===== src/rtl/instr_stream_feeder.sv =====
// instr_stream_feeder
//   Upstream instruction source for the sodor5 verification core. Holds a
//   loadable DEPTH-entry program buffer and drives one registered instruction
//   per clock; NOP_INSTR is driven whenever reset, idle, stopped or finished.
//
// Ports:
//   clk         single clock, all state updates on posedge
//   reset       synchronous, active-low reset
//   prog_we     program buffer write enable (accepted in any state)
//   prog_addr   write slot
//   prog_wdata  write data
//   prog_len    instructions to issue, 1..DEPTH (0 means DEPTH); sampled at start
//   loop_mode   1 = wrap to slot 0 after the last slot; sampled at start
//   start       begin issuing from slot 0
//   stop        abort issue (beats start and stall)
//   stall       core not accepting; hold output
//   instr       registered instruction to the core
//   instr_valid instr is a program word (0 = NOP filler)
//   issue_idx   slot of the word on instr
//   issue_cnt   words issued since the last start (wraps)
//   busy        in RUN state
//   done        one-shot finished; sticky until next start or reset
//
// Build option: FEEDER_BUBBLE_EN inserts one NOP bubble after every issued word.

module instr_stream_feeder #(
  parameter int unsigned          WORD_SIZE = 32,
  parameter int unsigned          DEPTH     = 16,
  parameter int unsigned          ADDR_W    = 4,
  parameter logic [WORD_SIZE-1:0] NOP_INSTR = 32'h00000013
) (
  input  logic                 clk,
  input  logic                 reset,
  input  logic                 prog_we,
  input  logic [ADDR_W-1:0]    prog_addr,
  input  logic [WORD_SIZE-1:0] prog_wdata,
  input  logic [ADDR_W:0]      prog_len,
  input  logic                 loop_mode,
  input  logic                 start,
  input  logic                 stop,
  input  logic                 stall,
  output logic [WORD_SIZE-1:0] instr,
  output logic                 instr_valid,
  output logic [ADDR_W-1:0]    issue_idx,
  output logic [31:0]          issue_cnt,
  output logic                 busy,
  output logic                 done
);

  typedef enum logic [1:0] {S_IDLE, S_RUN, S_DONE} state_t;

  state_t               r_state;
  logic [WORD_SIZE-1:0] r_mem [DEPTH];
  logic [ADDR_W-1:0]    r_ptr;
  logic [ADDR_W:0]      r_len;
  logic                 r_loop;
  logic                 r_end;      // last word of a one-shot has been issued
  logic [WORD_SIZE-1:0] r_instr;
  logic                 r_valid;
  logic [ADDR_W-1:0]    r_idx;
  logic [31:0]          r_cnt;
  logic                 r_busy;
  logic                 r_done;
`ifdef FEEDER_BUBBLE_EN
  logic                 r_bub;      // next non-stalled slot is a bubble
`endif

  logic [WORD_SIZE-1:0] w_rd;
  logic [ADDR_W:0]      w_len;
  logic                 w_last;

  assign w_rd   = r_mem[r_ptr];
  assign w_len  = (prog_len == '0) ? (ADDR_W+1)'(DEPTH) : prog_len;
  assign w_last = ({1'b0, r_ptr} == (r_len - (ADDR_W+1)'(1)));

  // No reset on the buffer: contents survive reset. The read port samples
  // r_mem before this edge's write lands, giving read-before-write.
  always_ff @(posedge clk) begin
    if (prog_we) r_mem[prog_addr] <= prog_wdata;
  end

  always_ff @(posedge clk) begin
    if (!reset) begin
      r_state <= S_IDLE;
      r_instr <= NOP_INSTR;
      r_valid <= 1'b0;
      r_idx   <= '0;
      r_cnt   <= '0;
      r_busy  <= 1'b0;
      r_done  <= 1'b0;
      r_ptr   <= '0;
      r_len   <= '0;
      r_loop  <= 1'b0;
      r_end   <= 1'b0;
`ifdef FEEDER_BUBBLE_EN
      r_bub   <= 1'b0;
`endif
    end else begin
      case (r_state)
        S_IDLE, S_DONE: begin
          r_instr <= NOP_INSTR;
          r_valid <= 1'b0;
          if (stop) begin
            r_state <= S_IDLE;
            r_done  <= 1'b0;
          end else if (start) begin
            r_state <= S_RUN;
            r_busy  <= 1'b1;
            r_done  <= 1'b0;
            r_len   <= w_len;
            r_loop  <= loop_mode;
            r_ptr   <= '0;
            r_cnt   <= '0;
            r_end   <= 1'b0;
`ifdef FEEDER_BUBBLE_EN
            r_bub   <= 1'b0;
`endif
          end
        end
        S_RUN: begin
          if (stop) begin
            r_state <= S_IDLE;
            r_busy  <= 1'b0;
            r_instr <= NOP_INSTR;
            r_valid <= 1'b0;
          end else if (!stall) begin
            // With bubbles enabled, the NOP entering DONE doubles as the
            // bubble that follows the last word.
            if (r_end) begin
              r_state <= S_DONE;
              r_busy  <= 1'b0;
              r_done  <= 1'b1;
              r_instr <= NOP_INSTR;
              r_valid <= 1'b0;
`ifdef FEEDER_BUBBLE_EN
            end else if (r_bub) begin
              r_instr <= NOP_INSTR;
              r_valid <= 1'b0;
              r_bub   <= 1'b0;
`endif
            end else begin
              r_instr <= w_rd;
              r_valid <= 1'b1;
              r_idx   <= r_ptr;
              r_cnt   <= r_cnt + 32'd1;
              if (w_last) begin
                r_ptr <= '0;
                if (!r_loop) r_end <= 1'b1;
              end else begin
                r_ptr <= r_ptr + ADDR_W'(1);
              end
`ifdef FEEDER_BUBBLE_EN
              r_bub   <= 1'b1;
`endif
            end
          end
        end
        default: begin
          r_state <= S_IDLE;
          r_busy  <= 1'b0;
          r_instr <= NOP_INSTR;
          r_valid <= 1'b0;
        end
      endcase
    end
  end

  assign instr       = r_instr;
  assign instr_valid = r_valid;
  assign issue_idx   = r_idx;
  assign issue_cnt   = r_cnt;
  assign busy        = r_busy;
  assign done        = r_done;

endmodule


===== config.mk =====
export PLATFORM = sky130hd
export DESIGN_NAME = instr_stream_feeder
export DESIGN_NICKNAME = d
export VERILOG_FILES = /design/src/rtl/instr_stream_feeder.sv
export SDC_FILE = /design/constraint.sdc
export NUM_CORES = 1
export LEC_CHECK = 0
export BUFFER_PORTS_ARGS = -buffer_cell sky130_fd_sc_hd__buf_4
export CORE_MARGIN = 2
export CORE_UTILIZATION = 50
export DETAILED_ROUTE_END_ITERATION = 16
export GPL_TIMING_DRIVEN = 0
export PLACE_DENSITY = 0.77
export REMOVE_ABC_BUFFERS = 1
export SETUP_SLACK_MARGIN = 0.15
export SYNTH_ARGS = -nofsm -noshare
export SYNTH_HDL_FRONTEND = slang
export SYNTH_SLANG_ARGS = --single-unit
export TNS_END_PERCENT = 50

===== constraint.sdc =====
create_clock -name clk -period 4 [get_ports clk]
set_input_delay 0.8 -clock clk [delete_from_list [all_inputs] [get_ports clk]]
set_output_delay 0.8 -clock clk [all_outputs]
set_load 0.02 [all_outputs]

=== Word-level counts from Yosys, hierarchy flattened ===
Memory sizes are Yosys's and may differ from the RTL's. A register that Yosys moved wholly into a read port is not among the register bits.
Cells that the tools add are included.

* Input port bits: 48
* Flip-flop bits (word level): 84
* Memory bits (writable): 512
* Memory bits (read-only): 0
* Memories: 1
* Word-level logic and storage cells: 89
* Output and inout bits: 71
* Latch bits: 0

{| class="wikitable"
|+ Memory list
! memory !! depth !! width !! read ports !! clocked after Yosys merged registers in !! wr ports !! line !! source
|-
| r_mem || 16 || 32 || 1 || 1 || 1 || 53 || <nowiki>logic [WORD_SIZE-1:0] r_mem [DEPTH];</nowiki>
|}

* Multiplexer cells: 45
* Multiply operators: 0
* Add/sub/neg operators: 3
* Shift operators: 0
* $lt $le $gt $ge: 0
* Equal/unequal tests: 12
* Bitwise logic cells: 5
* Reduce and logical (&&, ||, !) cells: 12
* Divide/modulo/power cells: 0

{| class="wikitable"
|+ Operators with widths
! operator !! number
|-
| two-way mux 32 bit || 6
|-
| one-hot mux 32 bit (2 select lines) || 1
|-
| adder 32 x 1 -> 32 bit, second input constant || 1
|-
| two-way mux 4 bit || 8
|-
| two-way mux 1 bit || 19
|-
| inequality test 2 bit, second input constant || 6
|-
| two-way mux 2 bit || 5
|-
| AND reduction 5 bit || 2
|-
| inequality test 3 bit, second input constant || 3
|-
| one-hot mux 4 bit (2 select lines) || 1
|-
| AND reduction 4 bit || 2
|-
| one-hot mux 1 bit (2 select lines) || 3
|-
| AND reduction 3 bit || 2
|-
| AND reduction 6 bit || 1
|-
| equality test 4 x 5 -> 1 bit || 1
|-
| zero test 5 bit || 1
|-
| two-way mux 5 bit || 1
|-
| inverter 1 bit || 5
|-
| subtractor 5 x 1 -> 5 bit, second input constant || 1
|-
| adder 4 x 1 -> 4 bit, second input constant || 1
|-
| one-hot mux 2 bit (2 select lines) || 1
|-
| OR reduction 3 bit || 1
|-
| equality test 2 x 1 -> 1 bit, second input constant || 1
|-
| equality test 2 bit, second input constant || 1
|-
| other kinds (3) || 3
|}

=== Longest topological paths before layout ===
Gate-level depths: netlist (run 1).

* Depth after elaboration: 9
* Depth in mapped cells: 8
* Depth with buffers taken out: 6

=== Worst setup path before layout (run 1) ===
No wires, ideal clock.

* Path kind: input-to-reg
* Start: in prog_addr[3]
* End: mem r_mem[0][0] (enable)
* Stages on the path: 2
* Path slack: 0.020 ns
* Arrival: 3.518 ns
* Library setup time: 0.461 ns
* Data required time: 3.539 ns
* Path through: or3b_2 > nor3_1

{| class="wikitable"
|+ RTL lines
! element !! line !! source
|-
| from (decl) || 35 || <nowiki>input logic [ADDR_W-1:0] prog_addr,</nowiki>
|-
| to (decl) || 53 ||
|}

No word-level cell before the write port.

=== Final worst setup path (run 1) ===
* Start: reg r_cnt[5], in the netlist issue_cnt[5]
* End: reg r_cnt[21], in the netlist issue_cnt[21]

* Longest elaborated chain between the ends: 5

{| class="wikitable"
|+ RTL lines
! element !! line !! source
|-
| from (decl) || 61 || <nowiki>logic [31:0] r_cnt;</nowiki>
|-
| from (signal assigned) || 145 || <nowiki>r_cnt <= r_cnt + 32'd1;</nowiki>
|-
| adder 32 x 1 -> 32 bit || 145 ||
|-
| two-way mux 32 bit || 129 || <nowiki>if (r_end) begin</nowiki>
|-
| two-way mux 32 bit || 126 || <nowiki>end else if (!stall) begin</nowiki>
|-
| two-way mux 32 bit || 121 || <nowiki>if (stop) begin</nowiki>
|-
| one-hot mux 32 bit (2 select lines) || 99 || <nowiki>case (r_state)</nowiki>
|}

Every way passes these cells. The select of a mux whose other input is x is not followed.
A chain may end at the register's enable or synchronous reset.

==> qor.yml, run 1 <==
coreArea_um2: 45380
drc: 0
ys_seq_area_share_pct: 74.52
insertion_delay_ns: 0.64
yosysWarnings: 0
drv_cap: 0
yosysUniqueCellTypes: 53
syn_area_um2: 23000
place_hpwl_mm: 29.23
vias: 12120
antenna_found_initial: 1
clkSinkCount: 600
crit_type: "flip-flop to flip-flop"
drt-initial-drc-count: 1272
htreeDepth: 2
drive_above_1_share_pct: 30.96
drt_pass1_iterations: 5
final_hold_viol_count: 0
post_synth.cell_area_avg_um2: 19.34
portBuffers: 118
grt_pass1_wl_mm: 76.45
ctsHoldBuffers: 0
max_freq_ghz: 0.3645
synth-xor-area-share_pct: 0.4842
synth.mux.area_fraction_pct: 15.84
synthAdderAreaFrac_pct: 0.1632
synth_simple_gate_area_share_pct: 4.418
critPathArrivalTime_ns: 3.26
r2r_cells: 4
synth_common_cells: "edfxtp_1 (512), mux4_2 (131), dfxtp_1 (88)"
async_flop_share_pct: 0
initial_utilization_pct: 50.67
cts_setup_buffers: 0
grt_pass1_vias: 12500
ys_top_cells_by_area: "edfxtp_1 (67%), mux4_2 (13%), dfxtp_1 (7.7%)"
row_count: 78
worstHoldPathCells: 3
worst-path-max-fanout: 32
ios: 119
status: "complete, no violations"
holdPathEnd: "r_len[4]"
leakage_nw: 8.604
syn_to_final_growth_pct: 18.30
detail-route-antenna-nets: 0
synth.most_common_cell: "edfxtp_1"
synth_edf_count: 512
die_w_um: 218.5
slew_headroom_pct: 22.15
dieArea_um2: 47720
cts_tree: "built"
final.min_clock_period_ns: 2.743
rrSetupSlack_ns: 1.26
ctsResizeCount: 0
r2r_start: "issue_cnt[5]"
dpl_worst_slack_ns: 0.9087
powerDensity_nw_per_um2: 476.5
routed_wirelength_mm: 50.78
peakVddDrop_v: 0.0004100
synth.top_cell.area_share_pct: 66.86
grtUsageTotal_pct: 21.77
period_share_pct: 68.58
clk_pin_slew_ns: 0.06
fin_ws_ns: 1.257
synth_top_family_by_area: "multiplexers"
cts_root_buf: "clkbuf_16"
cts_buffers: 58
synth_seq_cells: 600
overflow: 0
placedInstanceArea_um2: 25190
worstSetupStartpointType: "flip-flop"
grt_max_degree: 57
syn-instance-count: 1189
rsz0062_at_grt: "false"
synth_ff_type: "edfxtp_1"
final_area_um2: 27200
worstMarginPinSlew_ns: 1.164
nets: 1391
via_per_inst: 6.093
clock_path_buffers: 3
finalMaxSlewViolations: 0
hold_start: "prog_len[4]"
cp-end-kind: "flip-flop"
required_ns: 4.52
place_congestion: 0.8046
synth-compound-area-share_pct: 3.150
n_fill_cell: 3119
wl_per_cell_um: 25.53
antenna_cells: 0
die_y_um: 218.5
r2r-end: "issue_cnt[21]"
synth_top_cell_by_area: "edfxtp_1"
final-setup-viol-count: 0
holdCritPathClass: "primary input to flip-flop"
skew_ns: 0.04371
-- critical path: stages (launching register included) --
cell	delay, ns
dfxtp_1	0.45
and4_1	0.28
nand4_1	0.92
or4_1	0.83
a21oi_1	0.18
-- cells by family after synthesis --
| family | Yosys count |
|---|---|
| AO/OA/AOI/OAI | 99 |
| flip-flops | 600 |
| AND/OR/NAND/NOR | 200 |
| XOR/XNOR | 11 |
| buffers and inverters | 79 |
| adder cells (fa/ha/maj) | 3 |
| multiplexers | 197 |
-- power by group --
part	leakage, nW	internal (W)	switching [W]	total, W
combinational	2.29	0.000146	0.000219	0.000365
sequential	5.34	0.00690	0.0000366	0.00693
clock	0.975	0.00331	0.00236	0.00566
total	8.60	0.0103	0.00261	0.0130
-- area by class of cell --
cell class	count	area (um^2)	share of cell area (%)
tap	600	750.7	2.760
inverter	15	56.30	0.2070
clock buffer	78	1617	5.942
sequential	600	17150	63.03
clock inverter	31	397.9	1.463
timing repair buffer	155	1573	5.781
multi-input combinational	510	5662	20.81
-- through the flow --
stage          hold slack [ns]  cells  power [W]  TNS (ns)  utilization, %
5_1_grt                 0.4322   1989    0.01329         0           59.94
6_report                0.4275   1989    0.01296         0           59.94
3_5_place_dp            0.4328   1880   0.007426         0           55.51
4_1_cts                 0.4049   1989    0.01303         0           59.94
2_1_floorplan           0.4366   1125   0.007233    -83.94               -
3_3_place_gp            0.4356   1843   0.007394   -741.15           53.68
-- how the worst max path moves through the flow --
stage                     cells past startpoint       endpoint  slack (ns)         start
after global placement                        4       instr[4]       -5.10     flip-flop
after detailed placement                      6       instr[0]        0.91         reset
after CTS                                     4  issue_cnt[21]        1.33  issue_cnt[5]
after floorplan                               4      instr[11]       -2.66     flip-flop
after global routing                          4  issue_cnt[21]        1.02  issue_cnt[5]
final                                         4  issue_cnt[21]        1.26  issue_cnt[5]
-- flip-flops by register name (all words and copies together) (netlist names), named ones only --
| register | cells |
|---|---|
| busy | 1 |
| r_mem | 512 |
| instr_valid | 1 |
| r_ptr | 4 |
| issue_idx | 4 |
| r_end | 1 |
| r_len | 5 |
| done | 1 |
| r_state | 2 |
| r_loop | 1 |
| issue_cnt | 32 |
| instr | 32 |
-- metal layers --
metal | wire (um) | global-route usage (%) | vias to the layer above
li1 | - | - | 5184
met1 | 20360 | 30.09 | 6267
met2 | 24840 | 35.17 | 572
met3 | 4265 | 4.148 | 94
met4 | 1292 | 7.120 | 2
met5 | 16 | 0 | -
-- layout by cell type, fill, tap and decap left out, drive strengths merged, types with 4 or more instances in the layout --
master / instances
a21oi: 29
xnor2: 9
nor4: 11
and3: 4
buf: 155
nor3: 7
o31ai: 10
a221o: 26
nand2: 47
clkbuf: 78
mux4: 131
dfxtp: 88
or4: 10
a211oi: 7
clkinvlp: 4
nor2: 53
bufinv: 7
o21ai: 9
or3: 15
mux2i: 40
and4: 4
mux2: 26
inv: 18
and2: 4
nand3: 20
edfxtp: 512
clkinv: 17
nand4: 6
(Power assumes the default switching activity.)
==> run 2: changes to the inputs <==
Settings changed: PLACE_DENSITY 0.77 to 0.74.
Clock period 4 ns to 2.6 ns, I/O delays scaled along.
==> qor.yml, run 2 (synthesized netlist as in run 1, its figures left out) <==
status: "complete, no violations"
finalMaxSlewViolations: 0
whs_ns: 0.1515
period_share_pct: 90.48
ios: 119
grt_pass1_wl_mm: 73.92
grt_pass1_vias: 12310
cts_buffers: 56
worstSetupStartpointType: "flip-flop"
htreeDepth: 2
grt_max_degree: 57
drv_cap: 0
routed_wirelength_mm: 49.85
p_seq_share_pct: 54.2
slew_headroom_pct: 34.86
final_cell_mix: "edfxtp_1 (512), mux4_2 (131), buf_4 (122)"
coreArea_um2: 45380
grtUsageTotal_pct: 20.89
final-setup-viol-count: 0
drt_pass1_iterations: 5
die_y_um: 218.5
detail-route-antenna-nets: 0
critPathArrivalTime_ns: 2.83
clock_path_buffers: 3
p_comb_share_pct: 2.9
row_count: 78
cp-end-kind: "flip-flop"
antenna_cells: 0
overflow: 0
final_common_cell: "edfxtp_1"
clk_pin_slew_ns: 0.06
dieArea_um2: 47720
wl_per_cell_um: 25.01
p_clk_share_pct: 42.9
worst-path-max-fanout: 56
final_util_pct: 60.09
cts_root_buf: "clkbuf_16"
place_hpwl_mm: 28.60
portBuffers: 118
final.min_clock_period_ns: 2.353
nets: 1396
leakage_nw: 8.620
required_ns: 3.07
dpl_worst_slack_ns: -0.2224
regMostFlops: "r_mem"
largest_reg_flops: 512
via_per_inst: 6.059
skew_ns: 0.04540
final_hold_viol_count: 0
initial_utilization_pct: 50.67
die_w_um: 218.5
peakVddDrop_v: 0.0006893
syn_to_final_growth_pct: 18.58
vias: 12080
worstMarginPinSlew_ns: 0.9718
drive_above_1_share_pct: 31.44
crit_type: "flip-flop to flip-flop"
switching_share_pct: 20.11
fin_ws_ns: 0.2474
n_fill_cell: 3202
drt-initial-drc-count: 1179
max_freq_ghz: 0.4251
insertion_delay_ns: 0.63
powerDensity_nw_per_um2: 720.7
p_sw_w: 0.003951
cts_tree: "built"
place_congestion: 0.8066
internal_power_w: 0.01570
drc: 0
fin_cells: 1993
antenna_found_initial: 2
clkSinkCount: 600
rsz0062_at_grt: "true"
dp_cells: 1882
holdCritPathClass: "primary input to flip-flop"
-- run 2: cell count changes in the layout (fill, tap and decap cells not counted), sizes merged --
cell	delta
inv	-1
clkbuf	-4
nand4	+1
clkinv	+3
buf	+4
clkinvlp	+1
-- run 2: path summary, 6_finish.rpt --
check | from | to | slack (ns) | depth (start not counted)
worst min-delay path | prog_len[4] | r_len[4] | 0.15 | 3
worst min register to register | instr[25] | instr[25] | 0.44 | 2
worst max register to register | flip-flop | instr[3] | 0.25 | 5
worst max-delay path | flip-flop | instr[3] | 0.25 | 5
-- run 2: area by class of cell --
| type | count | area, um^2 | area share [%] |
|---|---|---|---|
| inverter | 15 | 56.30 | 0.2065 |
| clock buffer | 72 | 1521 | 5.580 |
| timing repair buffer | 161 | 1702 | 6.241 |
| clock inverter | 34 | 399.1 | 1.464 |
| multi-input combinational | 511 | 5690 | 20.87 |
| tap | 600 | 750.7 | 2.753 |
| sequential | 600 | 17150 | 62.89 |
-- run 2: power by group through the flow --
| stage | registers (W) | clock network [W] | logic (W) |
|---|---|---|---|
| CTS | 0.0107 | 0.00855 | 0.000572 |
| detailed placement | 0.0109 | 0 | 0.000560 |
| finish | 0.0107 | 0.00842 | 0.000571 |
| global route | 0.0107 | 0.00889 | 0.000618 |
| floorplan | 0.0109 | 0 | 0.000250 |
| global placement | 0.0109 | 0 | 0.000489 |
-- run 2: critical path: stages, from the launching register on --
cell	delay, ns
dfxtp_4	0.58
buf_16	0.27
buf_16	0.29
mux4_2	0.36
mux2_2	0.29
a221o_1	0.32
-- run 2: stage by stage --
| step | area (um^2) | setup TNS [ns] | power, W |
|---|---|---|---|
| 4_1_cts | 27200 | 0 | 0.01978 |
| 3_3_place_gp | 24360 | -1368.44 | 0.01138 |
| 6_report | 27270 | 0 | 0.01965 |
| 2_1_floorplan | 22730 | -258.69 | 0.01113 |
| 3_5_place_dp | 25230 | -4.558 | 0.01143 |
| 5_1_grt | 27270 | 0 | 0.02017 |
-- run 2: timing repair --
| item | 4_1_cts | 5_1_grt |
|---|---|---|
| setup endpoints to repair | 43 | 13 |
| gates cloned | 1 | 2 |
| resized for setup | 2 | 3 |
| hold buffers | 0 | 0 |
| setup buffers | 2 | 0 |
-- run 2: per-layer routing --
metal | global-route usage, % | up-vias | wire [um]
li1 | - | 5191 | -
met1 | 29.55 | 6256 | 20420
met2 | 33.38 | 540 | 23970
met3 | 4.161 | 85 | 4382
met4 | 5.805 | 4 | 1040
met5 | 0 | - | 30
==> run 3: changes to the inputs <==
Settings changed: RECOVER_POWER set to 100, REMOVE_ABC_BUFFERS 1 to unset.
==> qor.yml, run 3 (synthesized netlist as in run 1, its figures left out) <==
status: "complete, but fails checks"
violations: "max-capacitance violations, max-slew violations"
required_ns: 3.11
worstMarginPinSlew_ns: 1.591
peakVddDrop_v: 0.0006801
die_w_um: 218.5
rsz0062_at_grt: "true"
die_y_um: 218.5
final-setup-viol-count: 0
drt-initial-drc-count: 1573
crit_type: "flip-flop to flip-flop"
cp-end-kind: "flip-flop"
dieArea_um2: 47720
drive_above_1_share_pct: 23.24
leakage_nw: 8.156
row_count: 78
drc: 0
r2r-end: "instr[17]"
grt_pass1_vias: 12630
final.min_clock_period_ns: 2.488
rrSetupSlack_ns: 0.11
hold_start: "prog_len[4]"
initial_utilization_pct: 50.67
worstHoldPathCells: 3
clock_path_buffers: 3
htreeDepth: 2
wl_per_cell_um: 25.69
grtUsageTotal_pct: 22.22
holdCritPathClass: "primary input to flip-flop"
skew_ns: 0.03536
crit_family: "buffers and inverters"
critPathArrivalTime_ns: 3.00
drt_pass1_iterations: 5
insertion_delay_ns: 0.63
routed_wirelength_mm: 52.22
cp_cell_sequence: "buf_2 -> clkdlybuf4s15_2 -> clkbuf_2 -> mux2i_1 -> nor2_1 -> a221o_1"
place_congestion: 0.8343
cts_tree: "built"
coreArea_um2: 45380
grt_max_degree: 24
holdPathEnd: "r_len[4]"
regMostFlops: "r_mem"
cts_buffers: 56
antenna_found_initial: 1
ios: 119
antenna_cells: 0
final_hold_viol_count: 0
clkSinkCount: 600
placedInstanceArea_um2: 25230
grt_pass1_wl_mm: 77.74
r2r_cells: 6
overflow: 0
vias: 12290
cts_root_buf: "clkbuf_16"
slew_headroom_pct: -6.482
final_common_cell: "edfxtp_1"
final_area_um2: 26520
final_cell_mix: "edfxtp_1 (512), clkbuf_1 (146), mux4_2 (131)"
max_freq_ghz: 0.4019
nets: 1436
clk_pin_slew_ns: 0.06
worstSetupStartpointType: "flip-flop"
portBuffers: 118
worst-path-max-fanout: 10
syn_nets: 1240
drv_cap: 2
slowest_delay_ns: 0.57
setup_tns_ns: 0
via_per_inst: 6.046
largest_reg_flops: 512
detail-route-antenna-nets: 0
period_share_pct: 95.69
place_hpwl_mm: 32.55
finalMaxSlewViolations: 10
syn_to_final_growth_pct: 15.32
critPathBufInv: 3
powerDensity_nw_per_um2: 733.8
critical_path.slowest_cell: "clkdlybuf4s15_2"
cts_setup_buffers: 0
-- run 3: per-layer routing --
metal | global-route usage, % | routed length, um
met1 | 30.65 | 20960
met2 | 36.81 | 25910
met3 | 3.507 | 4282
met4 | 6.599 | 1061
met5 | 0 | 8
-- run 3: timing repair --
action | 4_1_cts | 5_1_grt
hold buffers | 0 | 0
gates resized for setup | 27 | 36
gates cloned | 0 | 0
setup endpoints to repair | 32 | 43
-- run 3: worst register-to-register path: cells and delay by family (launching register included) --
kind / cells / cell delay, ns
flops: 1 / 0.31
simple gates: 1 / 0.10
buf+inv: 3 / 1.40
compound gates: 1 / 0.30
mux: 1 / 0.29
-- run 3: cell type report --
class,count,area (um^2)
Clock buffer,75,1554
Multi-Input combinational cell,510,5593
Inverter,15,56.30
Clock inverter,31,341.6
Buffer,64,337.8
Fill cell,3326,18860
Sequential cell,600,17140
Timing Repair Buffer,138,749.5
Tap cell,600,750.7
-- run 3: worst max path at each step --
| stage | to | start | slack (ns) | depth (start not counted) |
|---|---|---|---|---|
| floorplan | r_mem[1][0] | prog_addr[3] | -0.25 | 2 |
| global placement | r_mem[1][25] | prog_addr[3] | -1.97 | 3 |
| detailed placement | instr[4] | stop | -0.68 | 7 |
| CTS | instr[29] | flip-flop | 0.05 | 5 |
| global route | instr[17] | flip-flop | 0.05 | 5 |
| finish | instr[17] | flip-flop | 0.11 | 6 |
-- run 3: power by group --
| group | switching [W] | leakage [nW] | internal (W) | total [W] |
|---|---|---|---|---|
| sequential | 0.0000487 | 5.34 | 0.0106 | 0.0107 |
| combinational | 0.000343 | 1.89 | 0.000188 | 0.000531 |
| clock | 0.00353 | 0.931 | 0.00473 | 0.00827 |
| total | 0.00392 | 8.16 | 0.0155 | 0.0195 |
-- run 3: per-stage QoR --
| step | power [W] | hold WS [ns] | worst slack (ns) | std cells | util [%] |
|---|---|---|---|---|---|
| finish | 0.01946 | 0.1775 | 0.1120 | 2033 | 58.44 |
| CTS | 0.01962 | 0.1536 | 0.04792 | 2033 | 59.89 |
| floorplan | 0.01112 | 0.4366 | -0.2481 | 1189 | - |
| global route | 0.01997 | 0.1804 | 0.05464 | 2033 | 58.44 |
| detailed placement | 0.01144 | 0.4522 | -0.6769 | 1927 | 55.60 |
| global placement | 0.01137 | 0.4377 | -1.973 | 1907 | 54.34 |
